`src/rtl/axi_frame_pkg.sv`:
```
// axi_frame_pkg
//   Shared definitions for the colour-fill frame traffic blocks:
//   reader FSM state encoding, fixed AXI3 read-channel field values and
//   the colour table (index -> 24-bit R/G/B).
//   No ports; imported with import axi_frame_pkg::*.
package axi_frame_pkg;

  typedef enum logic [1:0] {
    ST_IDLE = 2'd0,
    ST_ADDR = 2'd1,
    ST_DATA = 2'd2
  } state_t;

  localparam logic [1:0] BURST_INCR = 2'b01;
  localparam logic [1:0] RESP_OKAY  = 2'b00;
  localparam logic [3:0] AR_CACHE   = 4'b0011;
  localparam logic [2:0] AR_PROT    = 3'b000;
  localparam logic       AR_LOCK    = 1'b0;
  localparam logic [3:0] AR_QOS     = 4'b0000;

  // Colour pass index to {R,G,B}; unused indices give black.
  function automatic logic [23:0] color_rgb(input logic [2:0] idx);
    case (idx)
      3'd0:    color_rgb = 24'hFF0000;
      3'd1:    color_rgb = 24'h00FF00;
      3'd2:    color_rgb = 24'h0000FF;
      3'd3:    color_rgb = 24'hFFFF00;
      3'd4:    color_rgb = 24'hFF00FF;
      3'd5:    color_rgb = 24'h00FFFF;
      3'd6:    color_rgb = 24'hFFFFFF;
      default: color_rgb = 24'h000000;
    endcase
  endfunction

endpackage

```
`src/rtl/axi_frame_reader_if.sv`:
```
// axi_frame_reader_if
//   AXI3 read address / read data channels between a read master and a
//   slave port. Parameters ADDR_W, DATA_W.
//   master modport: drives AR fields, arvalid, rready.
//   slave modport : drives arready, rdata, rresp, rlast, rvalid.
interface axi_frame_reader_if #(
  parameter int ADDR_W = 32,
  parameter int DATA_W = 64
) ();
  logic [ADDR_W-1:0] araddr;
  logic [3:0]        arlen;
  logic [2:0]        arsize;
  logic [1:0]        arburst;
  logic [3:0]        arcache;
  logic [2:0]        arprot;
  logic              arlock;
  logic [3:0]        arqos;
  logic              arvalid;
  logic              arready;
  logic [DATA_W-1:0] rdata;
  logic [1:0]        rresp;
  logic              rlast;
  logic              rvalid;
  logic              rready;

  modport master (
    output araddr, arlen, arsize, arburst, arcache, arprot, arlock, arqos,
    output arvalid, rready,
    input  arready, rdata, rresp, rlast, rvalid
  );

  modport slave (
    input  araddr, arlen, arsize, arburst, arcache, arprot, arlock, arqos,
    input  arvalid, rready,
    output arready, rdata, rresp, rlast, rvalid
  );
endinterface

```
`src/rtl/axi_frame_pattern.sv`:
```
// axi_frame_pattern
//   Registered colour-index to data-word expander: every 32-bit lane of
//   the output holds {8'h00,R,G,B} for the selected colour. Used by both
//   the frame reader and the write-side generator.
//   Ports: clk, rst (async, active high), idx[2:0] colour index,
//          expected[DATA_W-1:0] registered pattern word.
module axi_frame_pattern
  import axi_frame_pkg::*;
#(
  parameter int DATA_W = 64
) (
  input  logic              clk,
  input  logic              rst,
  input  logic [2:0]        idx,
  output logic [DATA_W-1:0] expected
);

  logic [23:0]       rgb;
  logic [DATA_W-1:0] pattern_next;

  assign rgb = color_rgb(idx);

  for (genvar gi = 0; gi < DATA_W / 32; gi++) begin : g_lane
    assign pattern_next[gi*32 +: 32] = {8'h00, rgb};
  end

  always_ff @(posedge clk or posedge rst) begin
    if (rst) expected <= '0;
    else     expected <= pattern_next;
  end

endmodule

```
`src/rtl/axi_frame_reader.sv`:
```
// axi_frame_reader
//   AXI3 read master that sweeps ADDR_START..ADDR_END with INCR bursts of
//   BURST_LEN beats, compares each beat with the solid colour of the
//   current pass and counts mismatches. At the end of the region the
//   address wraps, the colour index advances and frame_done pulses.
//   Ports: aclk, areset (async, active high), start (level enable),
//          m_axi (read master), busy, frame_done, frame_count[15:0],
//          err_count[31:0] (saturating), resp_err (sticky).
//   Optional build macro AXI_RD_ERR_CAPTURE_EN adds first_err_addr,
//   first_err_data and first_err_valid, latched on the first mismatch.
module axi_frame_reader
  import axi_frame_pkg::*;
#(
  parameter int              ADDR_W     = 32,
  parameter int              DATA_W     = 64,
  parameter int              BURST_LEN  = 16,
  parameter logic [ADDR_W-1:0] ADDR_START = 32'h1000_0000,
  parameter logic [ADDR_W-1:0] ADDR_END   = 32'h101F_A3F0,
  parameter int              NUM_COLORS = 7
) (
  input  logic                aclk,
  input  logic                areset,
  input  logic                start,
  axi_frame_reader_if.master  m_axi,
  output logic                busy,
  output logic                frame_done,
  output logic [15:0]         frame_count,
  output logic [31:0]         err_count,
`ifdef AXI_RD_ERR_CAPTURE_EN
  output logic [ADDR_W-1:0]   first_err_addr,
  output logic [DATA_W-1:0]   first_err_data,
  output logic                first_err_valid,
`endif
  output logic                resp_err
);

  localparam int BEAT_BYTES  = DATA_W / 8;
  localparam int BURST_BYTES = BURST_LEN * BEAT_BYTES;

  state_t            state_reg, state_next;
  logic [ADDR_W-1:0] addr_reg;
  logic [2:0]        idx_reg;
  logic [3:0]        beat_reg;
  logic [15:0]       frame_count_reg;
  logic [31:0]       err_count_reg;
  logic              resp_err_reg;
  logic              frame_done_reg;
  logic [DATA_W-1:0] expected;
  logic              beat_fire;
  logic              last_beat;
  logic              mismatch;
  logic [ADDR_W:0]   next_addr;
  logic              wrap;

  // idx only moves on the last beat, so the registered pattern has
  // settled again before the first beat of the following burst.
  axi_frame_pattern #(.DATA_W(DATA_W)) u_pattern (
    .clk      (aclk),
    .rst      (areset),
    .idx      (idx_reg),
    .expected (expected)
  );

  assign m_axi.araddr  = addr_reg;
  assign m_axi.arlen   = 4'(BURST_LEN - 1);
  assign m_axi.arsize  = 3'($clog2(BEAT_BYTES));
  assign m_axi.arburst = BURST_INCR;
  assign m_axi.arcache = AR_CACHE;
  assign m_axi.arprot  = AR_PROT;
  assign m_axi.arlock  = AR_LOCK;
  assign m_axi.arqos   = AR_QOS;
  assign m_axi.arvalid = (state_reg == ST_ADDR);
  assign m_axi.rready  = (state_reg == ST_DATA);

  assign busy        = (state_reg != ST_IDLE);
  assign frame_done  = frame_done_reg;
  assign frame_count = frame_count_reg;
  assign err_count   = err_count_reg;
  assign resp_err    = resp_err_reg;

  assign beat_fire = m_axi.rvalid && (state_reg == ST_DATA);
  assign last_beat = (beat_reg == 4'(BURST_LEN - 1));
  assign mismatch  = (m_axi.rdata != expected);
  // One extra bit so a region ending near the top of the address space
  // still detects the wrap.
  assign next_addr = {1'b0, addr_reg} + (ADDR_W+1)'(BURST_BYTES);
  assign wrap      = (next_addr > {1'b0, ADDR_END});

  always_ff @(posedge aclk or posedge areset) begin
    if (areset) state_reg <= ST_IDLE;
    else        state_reg <= state_next;
  end

  always_comb begin
    state_next = state_reg;
    case (state_reg)
      ST_IDLE: if (start) state_next = ST_ADDR;
      ST_ADDR: if (m_axi.arready) state_next = ST_DATA;
      ST_DATA: if (beat_fire && last_beat) state_next = start ? ST_ADDR : ST_IDLE;
      default: state_next = ST_IDLE;
    endcase
  end

  always_ff @(posedge aclk or posedge areset) begin
    if (areset) begin
      addr_reg        <= ADDR_START;
      idx_reg         <= '0;
      beat_reg        <= '0;
      frame_count_reg <= '0;
      err_count_reg   <= '0;
      resp_err_reg    <= 1'b0;
      frame_done_reg  <= 1'b0;
    end else begin
      frame_done_reg <= 1'b0;
      if (beat_fire) begin
        if (mismatch && (err_count_reg != 32'hFFFF_FFFF))
          err_count_reg <= err_count_reg + 32'd1;
        // The burst length is fixed by the beat counter, not by rlast.
        if ((m_axi.rresp != RESP_OKAY) || (m_axi.rlast != last_beat))
          resp_err_reg <= 1'b1;
        if (last_beat) begin
          beat_reg <= '0;
          if (wrap) begin
            addr_reg        <= ADDR_START;
            idx_reg         <= (idx_reg == 3'(NUM_COLORS - 1)) ? 3'd0 : idx_reg + 3'd1;
            frame_count_reg <= frame_count_reg + 16'd1;
            frame_done_reg  <= 1'b1;
          end else begin
            addr_reg <= next_addr[ADDR_W-1:0];
          end
        end else begin
          beat_reg <= beat_reg + 4'd1;
        end
      end
    end
  end

`ifdef AXI_RD_ERR_CAPTURE_EN
  always_ff @(posedge aclk or posedge areset) begin
    if (areset) begin
      first_err_addr  <= '0;
      first_err_data  <= '0;
      first_err_valid <= 1'b0;
    end else if (beat_fire && mismatch && !first_err_valid) begin
      first_err_addr  <= addr_reg + ADDR_W'(beat_reg) * ADDR_W'(BEAT_BYTES);
      first_err_data  <= m_axi.rdata;
      first_err_valid <= 1'b1;
    end
  end
`endif

endmodule

```
`src/flat_wrapper.sv`:
```
// flat-port wrapper written by rule: the top's interface ports become plain ports
module axi_frame_reader_flat import axi_frame_pkg::*;
#(
  parameter int              ADDR_W     = 32,
  parameter int              DATA_W     = 64,
  parameter int              BURST_LEN  = 16,
  parameter logic [ADDR_W-1:0] ADDR_START = 32'h1000_0000,
  parameter logic [ADDR_W-1:0] ADDR_END   = 32'h101F_A3F0,
  parameter int              NUM_COLORS = 7
)
  (aclk, areset, start, busy, frame_done, frame_count, err_count, resp_err, m_axi_araddr, m_axi_arlen, m_axi_arsize, m_axi_arburst, m_axi_arcache, m_axi_arprot, m_axi_arlock, m_axi_arqos, m_axi_arvalid, m_axi_rready, m_axi_arready, m_axi_rdata, m_axi_rresp, m_axi_rlast, m_axi_rvalid);
  axi_frame_reader_if #(.ADDR_W(ADDR_W), .DATA_W(DATA_W)) m_axi_i ();
  input  logic aclk;
  input  logic areset;
  input  logic start;
  output logic busy;
  output logic frame_done;
  output logic [15:0] frame_count;
  output logic [31:0] err_count;
  output logic resp_err;
  output wire logic [$bits(m_axi_i.araddr)-1:0] m_axi_araddr;
  output wire logic [$bits(m_axi_i.arlen)-1:0] m_axi_arlen;
  output wire logic [$bits(m_axi_i.arsize)-1:0] m_axi_arsize;
  output wire logic [$bits(m_axi_i.arburst)-1:0] m_axi_arburst;
  output wire logic [$bits(m_axi_i.arcache)-1:0] m_axi_arcache;
  output wire logic [$bits(m_axi_i.arprot)-1:0] m_axi_arprot;
  output wire logic [$bits(m_axi_i.arlock)-1:0] m_axi_arlock;
  output wire logic [$bits(m_axi_i.arqos)-1:0] m_axi_arqos;
  output wire logic [$bits(m_axi_i.arvalid)-1:0] m_axi_arvalid;
  output wire logic [$bits(m_axi_i.rready)-1:0] m_axi_rready;
  input wire logic [$bits(m_axi_i.arready)-1:0] m_axi_arready;
  input wire logic [$bits(m_axi_i.rdata)-1:0] m_axi_rdata;
  input wire logic [$bits(m_axi_i.rresp)-1:0] m_axi_rresp;
  input wire logic [$bits(m_axi_i.rlast)-1:0] m_axi_rlast;
  input wire logic [$bits(m_axi_i.rvalid)-1:0] m_axi_rvalid;
  assign m_axi_araddr = m_axi_i.araddr;
  assign m_axi_arlen = m_axi_i.arlen;
  assign m_axi_arsize = m_axi_i.arsize;
  assign m_axi_arburst = m_axi_i.arburst;
  assign m_axi_arcache = m_axi_i.arcache;
  assign m_axi_arprot = m_axi_i.arprot;
  assign m_axi_arlock = m_axi_i.arlock;
  assign m_axi_arqos = m_axi_i.arqos;
  assign m_axi_arvalid = m_axi_i.arvalid;
  assign m_axi_rready = m_axi_i.rready;
  assign m_axi_i.arready = m_axi_arready;
  assign m_axi_i.rdata = m_axi_rdata;
  assign m_axi_i.rresp = m_axi_rresp;
  assign m_axi_i.rlast = m_axi_rlast;
  assign m_axi_i.rvalid = m_axi_rvalid;
  axi_frame_reader #(.ADDR_W(ADDR_W), .DATA_W(DATA_W), .BURST_LEN(BURST_LEN), .ADDR_START(ADDR_START), .ADDR_END(ADDR_END), .NUM_COLORS(NUM_COLORS)) u_core (.aclk(aclk), .areset(areset), .start(start), .m_axi(m_axi_i), .busy(busy), .frame_done(frame_done), .frame_count(frame_count), .err_count(err_count), .resp_err(resp_err));
endmodule
```
`config.mk`:
```
export PLATFORM = sky130hd
export DESIGN_NAME = axi_frame_reader_flat
export DESIGN_NICKNAME = d
export VERILOG_FILES = /design/src/rtl/axi_frame_pkg.sv /design/src/rtl/axi_frame_reader_if.sv /design/src/rtl/axi_frame_pattern.sv /design/src/rtl/axi_frame_reader.sv /design/src/flat_wrapper.sv
export SDC_FILE = /design/constraint.sdc
export NUM_CORES = 1
export LEC_CHECK = 0
export CORE_MARGIN = 2
export CORE_UTILIZATION = 49
export DETAILED_ROUTE_END_ITERATION = 10
export PLACE_DENSITY_LB_ADDON = 0.3
export SLEW_MARGIN = 25
export SYNTH_ARGS = -nofsm -noshare
export SYNTH_HDL_FRONTEND = slang
export SYNTH_SLANG_ARGS = --single-unit
```
`constraint.sdc`:
```
create_clock -name aclk -period 5.95 [get_ports aclk]
set_input_delay 1.19 -clock aclk [delete_from_list [all_inputs] [get_ports aclk]]
set_output_delay 1.19 -clock aclk [all_outputs]
set_load 0.05 [all_outputs]
```
==> metrics.csv <==
stage,metric,value,unit
placement,dp_hpwl,9.28,mm
clocking,cts_sinks,87,
setup_path,cp-end-kind,flip-flop,
global_route,grt_pass1_vias,4266,
timing,finalCriticalPeriod,3.53,ns
clocking,root_buffer,clkbuf_8,
finish,post-route-util,0.660,
clocking,post_cts_resized,0,
yosys,synth_common_cells,"dfrtp_1, xnor2_1, nand2_1, nand3_1, nor2_1",
setup_path,path_max_fanout,24,
global_route,grt_max_degree,51,
route,dr.pass1.iters,4,
global_route,grt_pass1_wl,20.4,mm
timing,hold_viol,0,
route,drcViolationCount,0,
timing,min_period_over_period,0.593,
flow_run,maxCapViolations,0,
run_status,status,"complete, no violations",
setup_path,cp_slowest_cell,nor4_2,
timing,tns,0,ns
clocking,cts_buffers,9,
setup_path,path_delay_family,simple AND/OR/NAND/NOR gates,
floorplanning,die_y,105,microns
floorplanning,rows,37,
yosys,yosysMostFrequentCell,dfrtp_1,
timing,rsz0062_at_grt,false,
clocking,post_cts_buffers,0,
timing,slew_headroom,0.478,
yosys,ys_seq_area_frac,0.433,
yosys,syn-instance-count,543,
yosys,yosysWarningCount,0,
route,viasPerCell,5.62,
yosys,netlist_top_cells_area,"dfrtp_1, xnor2_1, buf_4",
finish,nets,761,
finish,diodes,0,
power_and_ir_drop,cellPowerDensity,210,nW/um^2
power_and_ir_drop,ir_drop,0.155,mV
route,first_iter_violations,264,
clocking,cts_tree,built,
setup_path,path_cells,ha_1 > nand3_2 > nor4_2 > a211oi_1 > a41o_1 > and4_4 > a21o_1 > inv_2 > mux2_2,
floorplanning,start_util,0.497,
timing,setup_viol,0,
yosys,ys_ff_latch,87,
timing,drv_slew,0,
route,num_vias,4624,
clocking,worstSkewPairLatency,0.35,ns
timing,fin_skew,0.0101,ns
clocking,clockBufferDepth,2,
setup_path,crit_path_start_kind,flip-flop,
yosys,synthArstFlopShare,1.00,
placement,numPortBuffers,149,
power_and_ir_drop,leakage,2.70,nW
yosys,avgSynthCellArea,9.27,sq um
clocking,clk_pin_slew,0.09,ns
yosys,synth_top_area_share,0.427,
setup_path,worstSetupPathType,flip-flop to flip-flop,
finish,largest_reg_flops,32,
yosys,synth_flop_cell,dfrtp_1,
global_route,grt_use_total,0.225,
timing,fmax,284,MHz
yosys,synth_edf_count,0,
global_route,grt-ovfl-total,0,
setup_path,slowest_delay,0.66,ns
yosys,yosys.area.top_type,dfrtp_1,
setup_path,cp_num_buf_inv,1,
floorplanning,die_x,105,microns
yosys,syn_area,5030,sq um
timing,worstMarginPinSlew,0.782,ns
clocking,htree_levels,3,
placement,gp_congestion,0.930,
route,detail_route.wirelength,12.6,mm
floorplanning,core,10100,sq um
clocking,holdBufCountCts,0,
yosys,ys_types,66,
finish,drive_above_1_share,0.0611,
route,wl_per_cell,15.3,microns
global_route,antenna_found_initial,0,
finish,area_growth,33.0,%
min_path,hold_class,flip-flop to flip-flop,
floorplanning,ios,178,
setup_path,worstPathArrival,3.77,ns
floorplanning,die_area,11100,sq um
route,drtAntennaViolNets,0,
setup_path,cp.required,6.19,ns
## cell families after synthesis
logic type                 count (synthesis)  share of synthesized area
other                                      2                    0.00149
adders and majority gates                  6                     0.0149
xor gates and xnor gates                  54                     0.0939
and+or+nand+nor                          244                      0.265
DFF                                       87                      0.433
muxes                                      8                     0.0167
buffers and inverters                     64                     0.0716
AOI/OAI and AO/OA                         78                      0.103
## per-stage QoR
stage,hold WS (ns),worst slack [ns],instances,power [mW],instance area [sq um]
2_1_floorplan,0.451,2.51,569,0.907,5130
3_3_place_gp,0.473,2.21,808,1.02,6520
3_5_place_dp,0.469,2.18,808,1.03,6520
4_1_cts,0.497,2.44,823,1.42,6700
5_1_grt,0.519,2.23,823,1.48,6700
6_report,0.502,2.42,823,1.40,6700
## path summary, 6_finish.rpt
check | startpoint | end | slack [ns] | cells past startpoint
max | u_core.m_axi.araddr[7] | u_core.frame_count[1] | 2.42 | 9
min | u_core.frame_count[15] | u_core.frame_count[15] | 0.50 | 1
max reg2reg | u_core.m_axi.araddr[7] | u_core.frame_count[1] | 2.42 | 9
min reg2reg | u_core.frame_count[15] | u_core.frame_count[15] | 0.50 | 1
max in group asynchronous | areset | u_core.frame_count[11] | 3.68 | 3
min in group asynchronous | areset | u_core.err_count[10] | 1.21 | 2
## cells in the final DEF, fill, tap and decap left out, types with 3 or more instances in the layout
cell type,count
nor3_1,22
a31oi_1,11
nand4_1,27
nand3_1,42
and2_1,9
mux2_2,3
buf_4,3
inv_1,13
mux2i_1,5
o31ai_1,5
nor2_1,31
and3_1,19
clkdlybuf4s50_1,149
xor2_1,7
conb_1,28
a311oi_1,3
or4_1,4
o21ai_0,19
ha_1,6
nor4_1,16
a21o_1,3
xnor2_1,47
nor3_2,3
or2_2,3
a21oi_1,12
nand2_1,45
and4_1,3
clkbuf_8,9
dfrtp_1,86
inv_6,4
or3_1,3
## routing by layer
layer / vias to the layer above / track usage / routed length (microns)
li1: 2193 / - / -
met2: 148 / 0.376 / 6300
met3: 16 / 0.0489 / 652
met1: 2267 / 0.291 / 5470
met5: - / 0 / 0
met4: 0 / 0.0695 / 193
## final cells by class
| type | instances | area, sq um |
|---|---|---|
| Sequential cell | 87 | 2180 |
| Clock buffer | 9 | 124 |
| Timing Repair Buffer | 152 | 1510 |
| Tap cell | 136 | 170 |
| Clock inverter | 6 | 51.3 |
| Inverter | 15 | 57.6 |
| Fill cell | 852 | 3440 |
| Multi-Input combinational cell | 418 | 2600 |
## power by group
group	internal (mW)	total [mW]	switching [mW]
Clock	0.156	0.385	0.228
Combinational	0.125	0.352	0.227
Sequential	0.624	0.667	0.0425
Total	0.906	1.40	0.498
Power figures use the tool's default switching activity.
